File: config.mk
export PLATFORM = sky130hd
export DESIGN_NAME = hex_display_driver_flat
export DESIGN_NICKNAME = d
export VERILOG_FILES = /design/src/rtl/hex_display_driver_if.sv /design/src/rtl/hex_display_driver.sv /design/src/flat_wrapper.sv
export SDC_FILE = /design/constraint.sdc
export NUM_CORES = 1
export LEC_CHECK = 0
export CAP_MARGIN = 5
export CORE_ASPECT_RATIO = 0.8
export CORE_MARGIN = 10
export CORE_UTILIZATION = 58
export DETAILED_ROUTE_END_ITERATION = 10
export HOLD_SLACK_MARGIN = 0.02
export MAX_ROUTING_LAYER = met4
export PLACE_DENSITY = 0.93
export SYNTH_ARGS = -nofsm -noshare
export SYNTH_HDL_FRONTEND = slang
export SYNTH_SLANG_ARGS = --single-unit
File: constraint.sdc
create_clock -name clk -period 3.07 [get_ports clk]
set_input_delay 0.921 -clock clk [delete_from_list [all_inputs] [get_ports clk]]
set_output_delay 0.921 -clock clk [all_outputs]
set_load 0.01 [all_outputs]
File: src/rtl/hex_display_driver_if.sv
// Load-side and display-side signals of the hex display driver.
// The master drives the value and strobe; the slave returns segments and ack.
interface hex_display_driver_if #(
    parameter int DIGITS = 4
);
    logic [4*DIGITS-1:0] data_in;
    logic                load;
    logic                blank_lz;
    logic [DIGITS-1:0]   blink_mask;
    logic [7*DIGITS-1:0] data_out;
    logic                ack;

    modport master (
        output data_in,
        output load,
        output blank_lz,
        output blink_mask,
        input  data_out,
        input  ack
    );

    modport slave (
        input  data_in,
        input  load,
        input  blank_lz,
        input  blink_mask,
        output data_out,
        output ack
    );
endinterface

File: src/rtl/hex_display_driver.sv
// Registered seven-segment driver for DIGITS hex digits with
// leading-zero blanking, per-digit blinking and selectable polarity.
module hex_display_driver #(
    parameter int DIGITS     = 4,
    parameter int BLINK_DIV  = 25000000,
    parameter bit ACTIVE_LOW = 1'b1
) (
    input logic clk,
    input logic rst,
    hex_display_driver_if.slave bus
);
    localparam int CW = $clog2(BLINK_DIV);
    localparam logic [CW-1:0] CNT_MAX = CW'(BLINK_DIV - 1);
    localparam logic [7*DIGITS-1:0] OUT_BLANK =
        ACTIVE_LOW ? '1 : '0;

    logic [4*DIGITS-1:0] val_q;
    logic                lz_q;
    logic [DIGITS-1:0]   mask_q;
    logic [CW-1:0]       cnt_q;
    logic                phase_q;
    logic                pend_q;
    logic                ack_q;
    logic [7*DIGITS-1:0] out_q;
    logic [7*DIGITS-1:0] out_d;

    // Active-low gfedcba pattern of one hex nibble.
    function automatic logic [6:0] seg_lo(input logic [3:0] n);
        logic [6:0] s;
        case (n)
            4'h0:    s = 7'b1000000;
            4'h1:    s = 7'b1111001;
            4'h2:    s = 7'b0100100;
            4'h3:    s = 7'b0110000;
            4'h4:    s = 7'b0011001;
            4'h5:    s = 7'b0010010;
            4'h6:    s = 7'b0000010;
            4'h7:    s = 7'b1111000;
            4'h8:    s = 7'b0000000;
            4'h9:    s = 7'b0010000;
            4'hA:    s = 7'b0001000;
            4'hB:    s = 7'b0000011;
            4'hC:    s = 7'b1000110;
            4'hD:    s = 7'b0100001;
            4'hE:    s = 7'b0000110;
            default: s = 7'b0001110;
        endcase
        return s;
    endfunction

    // Walk from the top digit; lead stays set while only zeros seen.
    always_comb begin
        logic       lead;
        logic       blank;
        logic [3:0] nib;
        logic [6:0] seg;
        lead  = 1'b1;
        blank = 1'b0;
        nib   = '0;
        seg   = '0;
        out_d = '0;
        for (int i = DIGITS - 1; i >= 0; i--) begin
            nib = val_q[4*i +: 4];
            if (nib != 4'd0 || i == 0)
                lead = 1'b0;
            blank = (lz_q && lead) ||
                    (!phase_q && mask_q[i]);
            seg = blank ? 7'b1111111 : seg_lo(nib);
            out_d[7*i +: 7] = ACTIVE_LOW ? seg : ~seg;
        end
    end

    always_ff @(posedge clk) begin
        if (rst) begin
            val_q   <= '0;
            lz_q    <= 1'b0;
            mask_q  <= '0;
            cnt_q   <= '0;
            phase_q <= 1'b1;
            pend_q  <= 1'b0;
            ack_q   <= 1'b0;
            out_q   <= OUT_BLANK;
        end else begin
            if (bus.load) begin
                val_q  <= bus.data_in;
                lz_q   <= bus.blank_lz;
                mask_q <= bus.blink_mask;
            end
            if (cnt_q == CNT_MAX) begin
                cnt_q   <= '0;
                phase_q <= ~phase_q;
            end else begin
                cnt_q <= cnt_q + 1'b1;
            end
            pend_q <= bus.load;
            ack_q  <= pend_q;
            out_q  <= out_d;
        end
    end

    assign bus.data_out = out_q;
    assign bus.ack      = ack_q;
endmodule

File: src/flat_wrapper.sv
// flat-port wrapper written by rule: the top's interface ports become plain ports
module hex_display_driver_flat 
#(
    parameter int DIGITS     = 4,
    parameter int BLINK_DIV  = 25000000,
    parameter bit ACTIVE_LOW = 1'b1
)
  (clk, rst, bus_data_in, bus_load, bus_blank_lz, bus_blink_mask, bus_data_out, bus_ack);
  hex_display_driver_if #(.DIGITS(DIGITS)) bus_i ();
  input logic clk;
  input logic rst;
  input wire logic [$bits(bus_i.data_in)-1:0] bus_data_in;
  input wire logic [$bits(bus_i.load)-1:0] bus_load;
  input wire logic [$bits(bus_i.blank_lz)-1:0] bus_blank_lz;
  input wire logic [$bits(bus_i.blink_mask)-1:0] bus_blink_mask;
  output wire logic [$bits(bus_i.data_out)-1:0] bus_data_out;
  output wire logic [$bits(bus_i.ack)-1:0] bus_ack;
  assign bus_i.data_in = bus_data_in;
  assign bus_i.load = bus_load;
  assign bus_i.blank_lz = bus_blank_lz;
  assign bus_i.blink_mask = bus_blink_mask;
  assign bus_data_out = bus_i.data_out;
  assign bus_ack = bus_i.ack;
  hex_display_driver #(.DIGITS(DIGITS), .BLINK_DIV(BLINK_DIV), .ACTIVE_LOW(ACTIVE_LOW)) u_core (.clk(clk), .rst(rst), .bus(bus_i));
endmodule
=== After elaboration in Yosys (flattened, before gate mapping) ===
Memory sizes are Yosys's and may differ from the RTL's. A register that Yosys moved wholly into a read port is not among the register bits.
Index checks and enable logic that the tools add are counted.

* Register bits: 49
* Bits in read-only memories: 448
* Input port bits: 24
* Output and inout bits: 29
* Word-level logic and storage cells: 36
* Memories kept: 4

{| class="wikitable"
|+ Memory list
! memory !! depth !! width !! rd ports !! clocked after Yosys merged registers in !! write ports !! line !! text
|-
| (name not given) || 16 || 7 || 1 || 1 || 0 || hex_display_driver.sv:30 || <nowiki>case (n)</nowiki>
|-
| (name not given) || 16 || 7 || 1 || 1 || 0 || hex_display_driver.sv:30 ||
|-
| (name not given) || 16 || 7 || 1 || 1 || 0 || hex_display_driver.sv:30 ||
|-
| (name not given) || 16 || 7 || 1 || 1 || 0 || hex_display_driver.sv:30 ||
|}

* Add/sub/neg operators: 1
* Equality and inequality tests: 1
* Muxes and demuxes: 3
* Bitwise logic cells: 1
* Reduce and logical (&&, ||, !) cells: 19

{| class="wikitable"
|+ Operators by type and width
! cell !! number
|-
| adder 25 x 1 -> 25 bit, second input constant || 1
|-
| equality test 25 bit, second input constant || 1
|-
| nonzero test 4 bit || 3
|-
| OR reduction 2 bit || 5
|-
| logical AND 1 bit || 7
|-
| logical OR 1 bit || 3
|-
| two-way mux 1 bit || 3
|-
| logical NOT 1 bit || 1
|-
| NOT 1 bit || 1
|}

=== Longest topological paths before layout ===
Gate-level depths: netlist of run 1.

* Word-level depth: 7
* Gate-level depth with buffers: 6
* Mapped depth without buffers: 6

=== Least setup slack after synthesis of run 1 ===
No wires, ideal clock.

* Path kind: input to register
* From: input bus_load
* To: register u_core.val_q[10]
* Library setup time: 0.128 ns
* Data arrival time: 1.828 ns
* Required time: 2.942 ns
* Slack: 1.115 ns
* Cell stages on the path: 4
* Buffers on the path: 2
* Cells stage by stage: clkbuf_1 -> clkbuf_1 -> mux2i_1 -> nor2_1

{| class="wikitable"
|+ RTL lines
! what !! line !! text
|-
| from (decl) || flat_wrapper.sv:13 || <nowiki>input wire logic [$bits(bus_i.load)-1:0] bus_load;</nowiki>
|-
| to (signal assigned) || hex_display_driver.sv:85 || <nowiki>val_q <= bus.data_in;</nowiki>
|-
| to (decl) || hex_display_driver.sv:17 || <nowiki>logic [4*DIGITS-1:0] val_q;</nowiki>
|}

=== Final worst setup path of run 1 ===
* From: input rst
* To: register u_core.out_q[11], in the netlist u_core.bus.data_out[11]

* Word-level cells in the longest chain between the ends: 1

{| class="wikitable"
|+ Ends and longest elaborated chain
! what !! line !! text
|-
| from (decl) || flat_wrapper.sv:11 || <nowiki>input logic rst;</nowiki>
|-
| OR reduction 2 bit (no source line) || n/a ||
|-
| to (decl) || hex_display_driver.sv:24 || <nowiki>logic [7*DIGITS-1:0] out_q;</nowiki>
|}

Every way passes these cells.
A chain may end at the register's enable or synchronous reset.

==> results.py, run 1 <==
metrics = {
    "clocking": {
        "htreeDepth": 3,
        "cts_resized": 0,
        "clock_latency_ns": 0.35,
        "cts_root_buf": "clkbuf_8",
        "cts_tree": "done",
        "ctsHoldBuffers": 0,
        "clock_path_buffers": 2,
        "cts_num_sinks": 77,
        "path_clk_slew_ns": 0.08,
        "cts_inserted_buffers": 9,
        "post_cts_buffers": 0,
    },
    "logic_synthesis": {
        "syn_nets": 439,
        "synth-simple-area-share": 0.199,
        "synthMuxAreaShare": 0.0618,
        "synth_cell_types": 43,
        "yosys.area_share.xor_xnor": 0.0293,
        "syn_inst": 393,
        "synth_area_per_cell_sq_um": 9.12,
        "synth_top_family_by_area": "simple AND/OR/NAND/NOR gates",
        "synth_fa_ha_area_frac": 0.0768,
        "ys_seq_area_frac": 0.430,
        "synth_seq_cells": 77,
        "synth_warnings": 0,
        "syn_area_sq_mm": 0.00358,
        "synth-compound-area-share": 0.155,
    },
    "sta": {
        "clock.fmax_mhz": 411,
        "tns_ns": 0,
        "relSlewSlack": 0.609,
        "setup_violations": 0,
        "tightest_slew_ns": 0.584,
        "maxSlewViolCount": 0,
        "fin_crit_ns": 2.44,
        "fin_crit_sh": 0.793,
        "finalHoldViolations": 0,
        "skew_ns": 0.00817,
        "rsz0062_at_grt": "no",
    },
    "finish": {
        "fill_cells": 405,
        "antenna_cells": 0,
        "final_cell_mix": "dfxtp_1, clkdlybuf4s50_1, nor2_1",
        "final_cells": 527,
        "syn_to_final_growth_pct": 22.4,
        "layout-drive-gt1-share": 0.0673,
        "final_nets": 488,
        "mostFrequentLayoutCell": "dfxtp_1",
    },
    "global_routing": {
        "gr-total-overflow": 0,
        "grt_pass1_wl_um": 14600,
        "grt_usage": 0.186,
        "grt_antenna_before_repair": 0,
        "grt_start_max_net_pins": 25,
        "grt_pass1_vias": 3069,
    },
    "place": {
        "port_buffers": 52,
        "place_congestion": 0.895,
        "dp_hpwl_um": 6090,
        "dp.cells": 512,
    },
    "floorplan": {
        "die_h_um": 90.3,
        "die-area_sq_mm": 0.00974,
        "rows": 25,
        "die_x_um": 108,
        "core_sq_mm": 0.00594,
        "initial_utilization": 0.603,
        "io_pins": 53,
    },
    "route": {
        "drt_iter0_drc": 172,
        "firstDrtPassIters": 4,
        "routed_wl_um": 8760,
        "wl_per_cell_um": 16.6,
        "remaining_drc_errors": 0,
        "ant_nets": 0,
        "vias_per_cell": 5.90,
        "vias": 3109,
    },
    "outcome": {
        "outcome": "finished clean",
    },
    "job": {
        "drv_cap": 0,
    },
    "power": {
        "p_per_area_mw_per_mm2": 520,
        "vdd.ir_drop.worst_v": 0.000402,
        "leakage_nw": 1.63,
    },
    "setup_path": {
        "start_kind": "input pin",
        "critPathMaxStageDelay_ns": 0.69,
        "endpoint_kind": "register",
        "critPathKind": "in2reg",
        "crit_required_ns": 3.25,
        "critPathBufInv": 1,
        "worstPathMaxFanout": 17,
        "slowest_stage": "clkdlybuf4s50_1",
        "cp_cell_sequence": "clkdlybuf4s50_1, a21o_1, a31oi_1, o311ai_0",
        "cp.arrival_ns": 2.62,
        "crit_family": "compound AO/OA/AOI/OAI gates",
    },
    "worst_hold_path": {
        "hold_path_class": "reg2reg",
    },
}
==> cells by family after synthesis <==
logic type | count (synthesis)
AO/OA/AOI/OAI | 78
XOR/XNOR | 12
adder cells (fa/ha/maj) | 22
buffers and inverters | 41
flip-flops | 77
multiplexers | 22
AND/OR/NAND/NOR | 141
==> per-layer routing <==
metal  wire length [um]  track usage  up-vias
met2               4280        0.311      130
met1               3690        0.211     1473
li1                   -            -     1483
met4                180       0.0522        0
met5                  0            -        -
met3                610       0.0549       23
==> sequential cells by signal (all words and copies together) (netlist names) <==
register and flops:
u_core.pend_q 1, u_core.val_q 16, u_core.cnt_q 25, u_core.mask_q 4
u_core.bus.ack 1, u_core.phase_q 1, u_core.lz_q 1, u_core.bus.data_out 28
==> cell usage after synthesis <==
master     n  share of area
a211oi_1   2         0.0042
nand3_1   10          0.014
or4_4      4          0.013
dfxtp_1   77           0.43
ha_1      22          0.077
nor2b_1    6          0.010
or3_2      1         0.0021
nor4bb_1   2         0.0056
nor4_1     1         0.0017
and3_1     3         0.0052
a21oi_1   10          0.014
o31ai_1    6          0.013
buf_2      2         0.0028
a21boi_0   2         0.0042
nand2b_1  10          0.017
and4_1     1         0.0024
or4_1      5          0.010
buf_6      2         0.0063
a21o_1     7          0.015
nor2_1    50          0.052
or3b_2     1         0.0024
o211ai_1  12          0.025
mux2_2     1         0.0031
or3_1      4         0.0070
o21ai_0   13          0.018
a22o_1     1         0.0024
o311ai_0  19          0.046
nor3_1     6         0.0084
a32oi_1    2         0.0049
xor2_1     2         0.0049
clkbuf_1  15          0.016
inv_1     21          0.022
o21bai_1   1         0.0021
nand3b_1   2         0.0042
a31oi_1    1         0.0017
buf_1      1         0.0010
a21oi_2    2         0.0049
mux2i_1   21          0.059
nor4b_1    1         0.0024
nand2_1   29          0.030
xnor2_1   10          0.024
nand4_1    4         0.0070
nand3_2    1         0.0028
==> stage by stage <==
stage | setup slack, ns | power [mW] | hold slack [ns] | utilization | cell area, sq um
2_1_floorplan | 1.11 | 1.26 | 0.414 | - | 3580
3_3_place_gp | 0.462 | 1.40 | 0.418 | 0.700 | 4160
3_5_place_dp | 0.270 | 1.41 | 0.429 | 0.700 | 4160
4_1_cts | 0.662 | 2.29 | 0.446 | 0.738 | 4390
5_1_grt | 0.440 | 2.37 | 0.479 | 0.738 | 4390
6_report | 0.635 | 2.28 | 0.443 | 0.738 | 4390
==> layout make-up <==
class / instances / area [sq um] / share of cell area
Clock inverter: 5 / 100 / 0.0228
Timing Repair Buffer: 58 / 566 / 0.129
Tap cell: 81 / 101 / 0.0231
Sequential cell: 77 / 1540 / 0.351
Multi-Input combinational cell: 275 / 1870 / 0.427
Clock buffer: 10 / 128 / 0.0291
Inverter: 21 / 78.8 / 0.0180
==> report_power, final <==
part / internal [mW] / total (mW) / leakage (nW) / switching (mW)
combinational: 0.155 / 0.290 / 0.880 / 0.135
clock: 0.533 / 0.889 / 0.116 / 0.356
sequential: 1.06 / 1.10 / 0.635 / 0.0471
total: 1.74 / 2.28 / 1.63 / 0.538
==> worst paths after layout <==
check	start	end	slack (ns)	depth (start not counted)
worst min register to register	u_core.pend_q	u_core.bus.ack	0.44	1
worst min-delay path	u_core.pend_q	u_core.bus.ack	0.44	1
worst max register to register	u_core.val_q[13]	u_core.bus.data_out[11]	0.88	6
worst max-delay path	rst	u_core.bus.data_out[11]	0.63	4
Power figures use the tool's default switching activity.
==> run 2: changes to the inputs <==
--- a/config.mk
+++ b/config.mk
@@ -8,11 +8,11 @@
 export CAP_MARGIN = 5
 export CORE_ASPECT_RATIO = 0.8
 export CORE_MARGIN = 10
-export CORE_UTILIZATION = 58
+export CORE_UTILIZATION = 54
 export DETAILED_ROUTE_END_ITERATION = 10
 export HOLD_SLACK_MARGIN = 0.02
 export MAX_ROUTING_LAYER = met4
-export PLACE_DENSITY = 0.93
+export PLACE_DENSITY = 0.88
 export SYNTH_ARGS = -nofsm -noshare
 export SYNTH_HDL_FRONTEND = slang
 export SYNTH_SLANG_ARGS = --single-unit
==> constraint.sdc (replaced) <==
create_clock -name clk -period 2.4 [get_ports clk]
set_input_delay 0.72 -clock clk [delete_from_list [all_inputs] [get_ports clk]]
set_output_delay 0.72 -clock clk [all_outputs]
set_load 0.01 [all_outputs]
==> run 2 against run 1 <==
  * First-iteration DRC count decreased by 7.6%
  * Sequential share of layout area fell by 0.19 points
  * Cell area is 0.54% higher
  * Worst hold slack improved by 0.0085 ns
  * Count of clock-buffer cells in the layout is 1 lower
  * Register-to-register slack worse by 0.57 ns
  * Sequential power rose by 28%
  * Non-clock buffer count unchanged
  * Clock skew increased by 0.0026 ns
  * Worst setup slack worse by 0.32 ns
  * Highest routed layer unchanged
==> results.py, run 2 (synthesis gave the netlist of run 1 again) <==
metrics = {
    "outcome": {
        "outcome": "finished clean",
    },
    "power": {
        "vdd.ir_drop.worst_v": 0.000381,
        "switching_share": 0.250,
        "sequentialPowerShare": 0.493,
        "power.switching_mw": 0.714,
        "p_int_mw": 2.14,
        "p_per_area_mw_per_mm2": 648,
        "leakage_nw": 1.63,
        "clock_power_share": 0.377,
        "pwr-share-comb": 0.131,
    },
    "clocking": {
        "cts_num_sinks": 77,
        "ctsHoldBuffers": 0,
        "cts_tree": "done",
        "htreeDepth": 3,
        "clock_path_buffers": 2,
        "cts_resized": 0,
        "clock_latency_ns": 0.35,
        "cts_root_buf": "clkbuf_8",
        "path_clk_slew_ns": 0.08,
        "cts_inserted_buffers": 9,
        "post_cts_buffers": 0,
    },
    "finish": {
        "largest_reg_flops": 28,
        "fill_cells": 494,
        "final_nets": 488,
        "syn_to_final_growth_pct": 23.0,
        "final_cell_mix": "dfxtp_1, clkdlybuf4s50_1, nor2_1",
        "mostFrequentLayoutCell": "dfxtp_1",
        "antenna_cells": 0,
        "multi_input_area_sq_mm": 0.00187,
        "stdcell_area_sq_mm": 0.00441,
        "layout-drive-gt1-share": 0.0716,
        "final_cells": 531,
        "ff_latch_area_sq_mm": 0.00154,
    },
    "setup_path": {
        "start_kind": "register",
        "timing.rr.start": "u_core.cnt_q[0]",
        "cp_cell_sequence": "ha_1, nand3_1, or4_4, or4_1, a21oi_1",
        "r2r_cells": 5,
        "slowest_stage": "or4_4",
        "worstPathMaxFanout": 12,
        "critPathKind": "reg2reg",
        "critPathMaxStageDelay_ns": 0.53,
        "cp.arrival_ns": 2.36,
        "crit_required_ns": 2.68,
        "ff2ff_setup_slack_ns": 0.31,
        "endpoint_kind": "register",
        "r2r_end": "u_core.cnt_q[22]",
    },
    "sta": {
        "clock.fmax_mhz": 479,
        "maxSlewViolCount": 0,
        "relSlewSlack": 0.646,
        "tns_ns": 0,
        "tightest_slew_ns": 0.529,
        "finalHoldViolations": 0,
        "setup_violations": 0,
        "rsz0062_at_grt": "no",
        "skew_ns": 0.0107,
        "fin_crit_ns": 2.09,
        "fin_crit_sh": 0.869,
    },
    "place": {
        "place_congestion": 0.873,
        "placed_area_sq_mm": 0.00419,
        "dp.cells": 515,
        "port_buffers": 52,
        "dp_hpwl_um": 5780,
    },
    "global_routing": {
        "grt_pass1_vias": 2922,
        "grt_start_max_net_pins": 25,
        "grt_usage": 0.163,
        "grt_pass1_wl_um": 13800,
        "gr-total-overflow": 0,
        "grt_antenna_before_repair": 0,
    },
    "worst_hold_path": {
        "whs_path_depth": 1,
        "hold_path_class": "reg2reg",
        "min_from": "u_core.pend_q",
        "hold_end": "u_core.bus.ack",
    },
    "route": {
        "ant_nets": 0,
        "vias": 2996,
        "remaining_drc_errors": 0,
        "vias_per_cell": 5.64,
        "firstDrtPassIters": 4,
        "routed_wl_um": 8100,
        "wl_per_cell_um": 15.2,
        "drt_iter0_drc": 159,
    },
    "job": {
        "drv_cap": 0,
    },
    "floorplan": {
        "core_sq_mm": 0.00641,
        "die_x_um": 111,
        "die_h_um": 92.9,
        "io_pins": 53,
        "die-area_sq_mm": 0.0103,
        "initial_utilization": 0.559,
        "rows": 26,
    },
}
## run 2: cell count changes in the layout (fill, tap and decap cells not counted), sizes merged
cell	previous run	this run
clkinvlp	0	1
clkinv	2	3
clkbuf	10	9
inv	21	22
bufinv	3	2
## run 2: final cells by class
class                   instances  share of cell area
flip-flops and latches         77               0.350
well taps                      84              0.0238
inverters                      21              0.0179
multi-input cells             275               0.424
clock buffers                   9              0.0281
repair buffers                 58               0.134
clock inverters                 7              0.0224
## run 2: critical path, delay by kind of cell, from the launching register on
family / cells / cell delay, ns
AOI/OAI and AO/OA: 1 / 0.17
adders and majority gates: 1 / 0.24
DFF: 1 / 0.37
and+or+nand+nor: 3 / 1.22
## run 2: power by group through the flow
stage / combinational (mW) / sequential (mW) / clock (mW)
floorplan: 0.179 / 1.44 / 0
detailed placement: 0.370 / 1.44 / 0
global route: 0.411 / 1.42 / 1.15
finish: 0.373 / 1.41 / 1.08
global placement: 0.359 / 1.43 / 0
CTS: 0.376 / 1.41 / 1.10
## run 2: worst max-delay path by stage
stage | to | startpoint | slack, ns
after floorplan | u_core.cnt_q[23] | u_core.cnt_q[2] | 0.54
after global placement | u_core.bus.data_out[3] | rst | 0.25
after detailed placement | u_core.bus.data_out[0] | rst | 0.13
after CTS | u_core.cnt_q[22] | u_core.cnt_q[0] | 0.33
after global routing | u_core.bus.data_out[7] | u_core.val_q[13] | 0.14
final | u_core.cnt_q[22] | u_core.cnt_q[0] | 0.31
## run 2: through the flow
step / hold WS, ns / util / total power [mW] / setup WS, ns
after floorplan: 0.414 / - / 1.61 / 0.544
final: 0.452 / 0.688 / 2.86 / 0.314
after global routing: 0.460 / 0.688 / 2.98 / 0.145
after detailed placement: 0.451 / 0.653 / 1.81 / 0.132
after CTS: 0.453 / 0.688 / 2.88 / 0.334
after global placement: 0.440 / 0.653 / 1.79 / 0.245
## run 2: routing by layer
| metal | wire (um) | track usage | share of wire | vias up |
|---|---|---|---|---|
| met3 | 356 | 0.0458 | 0.044 | 15 |
| met1 | 3640 | 0.181 | 0.45 | 1405 |
| li1 | - | - | - | 1489 |
| met2 | 3920 | 0.273 | 0.48 | 87 |
| met5 | 0 | - | 0 | - |
| met4 | 180 | 0.0705 | 0.022 | 0 |
==> run 3: changes to the inputs <==
--- a/config.mk
+++ b/config.mk
@@ -7,8 +7,9 @@
 export LEC_CHECK = 0
 export CAP_MARGIN = 5
 export CORE_ASPECT_RATIO = 0.8
-export CORE_MARGIN = 10
+export CORE_MARGIN = 2
 export CORE_UTILIZATION = 54
+export CTS_CLUSTER_SIZE = 25
 export DETAILED_ROUTE_END_ITERATION = 10
 export HOLD_SLACK_MARGIN = 0.02
 export MAX_ROUTING_LAYER = met4
==> run 3 against run 2 <==
  * Utilization is 0.14 points lower
  * Count of clock-buffer cells in the layout is 2 higher
  * Worst setup slack worse by 0.059 ns
  * Total power is 0.67% lower
  * Global-route usage is 8.0 points higher
  * Sequential power hardly changed
  * Combinational power is 1% lower
  * Non-clock buffer count stayed put
  * Fmax is 2.7% lower
  * Largest cell class unchanged
==> results.py, run 3 (synthesis gave the netlist of run 1 again) <==
metrics = {
    "outcome": {
        "outcome": "finished clean",
    },
    "clocking": {
        "cts_tree": "done",
        "ctsHoldBuffers": 0,
        "post_cts_buffers": 0,
        "clock_latency_ns": 0.35,
        "cts_resized": 0,
        "clock_path_buffers": 2,
        "cts_inserted_buffers": 9,
        "cts_root_buf": "clkbuf_8",
        "htreeDepth": 3,
        "cts_num_sinks": 77,
        "path_clk_slew_ns": 0.08,
    },
    "floorplan": {
        "io_pins": 53,
        "die_h_um": 76.9,
        "die_x_um": 95.1,
        "core_sq_mm": 0.00641,
        "initial_utilization": 0.559,
        "die-area_sq_mm": 0.00731,
        "rows": 26,
    },
    "route": {
        "vias_per_cell": 5.74,
        "drt_iter0_drc": 223,
        "vias": 3041,
        "remaining_drc_errors": 0,
        "firstDrtPassIters": 4,
        "ant_nets": 0,
        "wl_per_cell_um": 15.1,
        "routed_wl_um": 7990,
    },
    "sta": {
        "fin_crit_sh": 0.894,
        "rsz0062_at_grt": "no",
        "setup_violations": 0,
        "relSlewSlack": 0.619,
        "fin_crit_ns": 2.15,
        "clock.fmax_mhz": 466,
        "tightest_slew_ns": 0.569,
        "skew_ns": 0.00619,
        "maxSlewViolCount": 0,
        "finalHoldViolations": 0,
    },
    "setup_path": {
        "worstPathMaxFanout": 7,
        "cp.arrival_ns": 2.33,
        "r2r_cells": 6,
        "critPathKind": "reg2reg",
        "endpoint_kind": "register",
        "crit_required_ns": 2.58,
        "start_kind": "register",
    },
    "finish": {
        "final_nets": 488,
        "syn_to_final_growth_pct": 22.8,
        "antenna_cells": 0,
        "multi_input_area_sq_mm": 0.00187,
        "fill_cells": 465,
        "layout-drive-gt1-share": 0.0673,
        "largest_reg_flops": 28,
        "finish.utilization": 0.687,
        "ff_latch_area_sq_mm": 0.00154,
        "stdcell_area_sq_mm": 0.00440,
        "final_cells": 530,
        "mostFrequentLayoutCell": "dfxtp_1",
        "final_cell_mix": "dfxtp_1, clkdlybuf4s50_1, nor2_1",
    },
    "power": {
        "vdd.ir_drop.worst_v": 0.000368,
        "p_per_area_mw_per_mm2": 645,
        "power.switching_mw": 0.678,
        "p_int_mw": 2.16,
        "sequentialPowerShare": 0.496,
        "switching_share": 0.239,
        "leakage_nw": 1.63,
        "power.total_mw": 2.84,
        "clock_power_share": 0.374,
        "pwr-share-comb": 0.130,
    },
    "worst_hold_path": {
        "whs_path_depth": 1,
        "hold_path_class": "reg2reg",
    },
    "global_routing": {
        "grt_antenna_before_repair": 0,
        "gr-total-overflow": 0,
        "grt_usage": 0.243,
        "grt_pass1_vias": 2876,
        "grt_pass1_wl_um": 13700,
        "grt_start_max_net_pins": 25,
    },
    "place": {
        "dp_hpwl_um": 5460,
        "dp.cells": 515,
        "port_buffers": 52,
        "place_congestion": 0.902,
        "placed_area_sq_mm": 0.00419,
    },
    "job": {
        "drv_cap": 0,
    },
}
[run 3: cell types whose count changed in the layout (fill, tap and decap cells not counted), sizes merged]
cell,before,now
clkinv,3,1
inv,22,21
clkbuf,9,11
[run 3: per-layer routing]
layer	track usage	part of all wire	vias up
li1	-	-	1489
met2	0.377	0.49	83
met5	-	0	-
met4	0.0812	0.020	0
met1	0.304	0.45	1455
met3	0.0678	0.049	14
[run 3: path summary, 6_finish.rpt]
kind / from / to / slack (ns)
worst max register to register: u_core.val_q[13] / u_core.bus.data_out[7] / 0.25
worst min register to register: u_core.pend_q / u_core.bus.ack / 0.47
worst min-delay path: u_core.pend_q / u_core.bus.ack / 0.47
worst max-delay path: u_core.val_q[13] / u_core.bus.data_out[7] / 0.25
[run 3: cell type report]
class,count,area share
flip-flops and latches,77,0.350
repair buffers,58,0.134
clock inverters,4,0.0165
inverters,21,0.0179
clock buffers,11,0.0321
multi-input cells,275,0.425
well taps,84,0.0239
[run 3: worst max-delay path, cell delays in order, from the launching register on]
cell	delay, ns
dfxtp_1	0.47
inv_1	0.12
ha_1	0.24
nor4bb_1	0.17
and3_1	0.22
a31oi_1	0.49
o311ai_0	0.26
[run 3: power groups by stage]
stage	Combinational, mW	Sequential, mW	Clock (mW)
global route	0.404	1.42	1.13
global placement	0.357	1.43	0
finish	0.368	1.41	1.06
CTS	0.371	1.41	1.07
detailed placement	0.366	1.44	0
floorplan	0.179	1.44	0
[run 3: through the flow]
step,hold slack [ns],TNS [ns],setup WS (ns)
after floorplan,0.414,0,0.544
after global placement,0.442,0,0.107
after detailed placement,0.462,-0.000885,-0.000885
after CTS,0.470,0,0.297
after global routing,0.481,0,0.0922
final,0.470,0,0.255
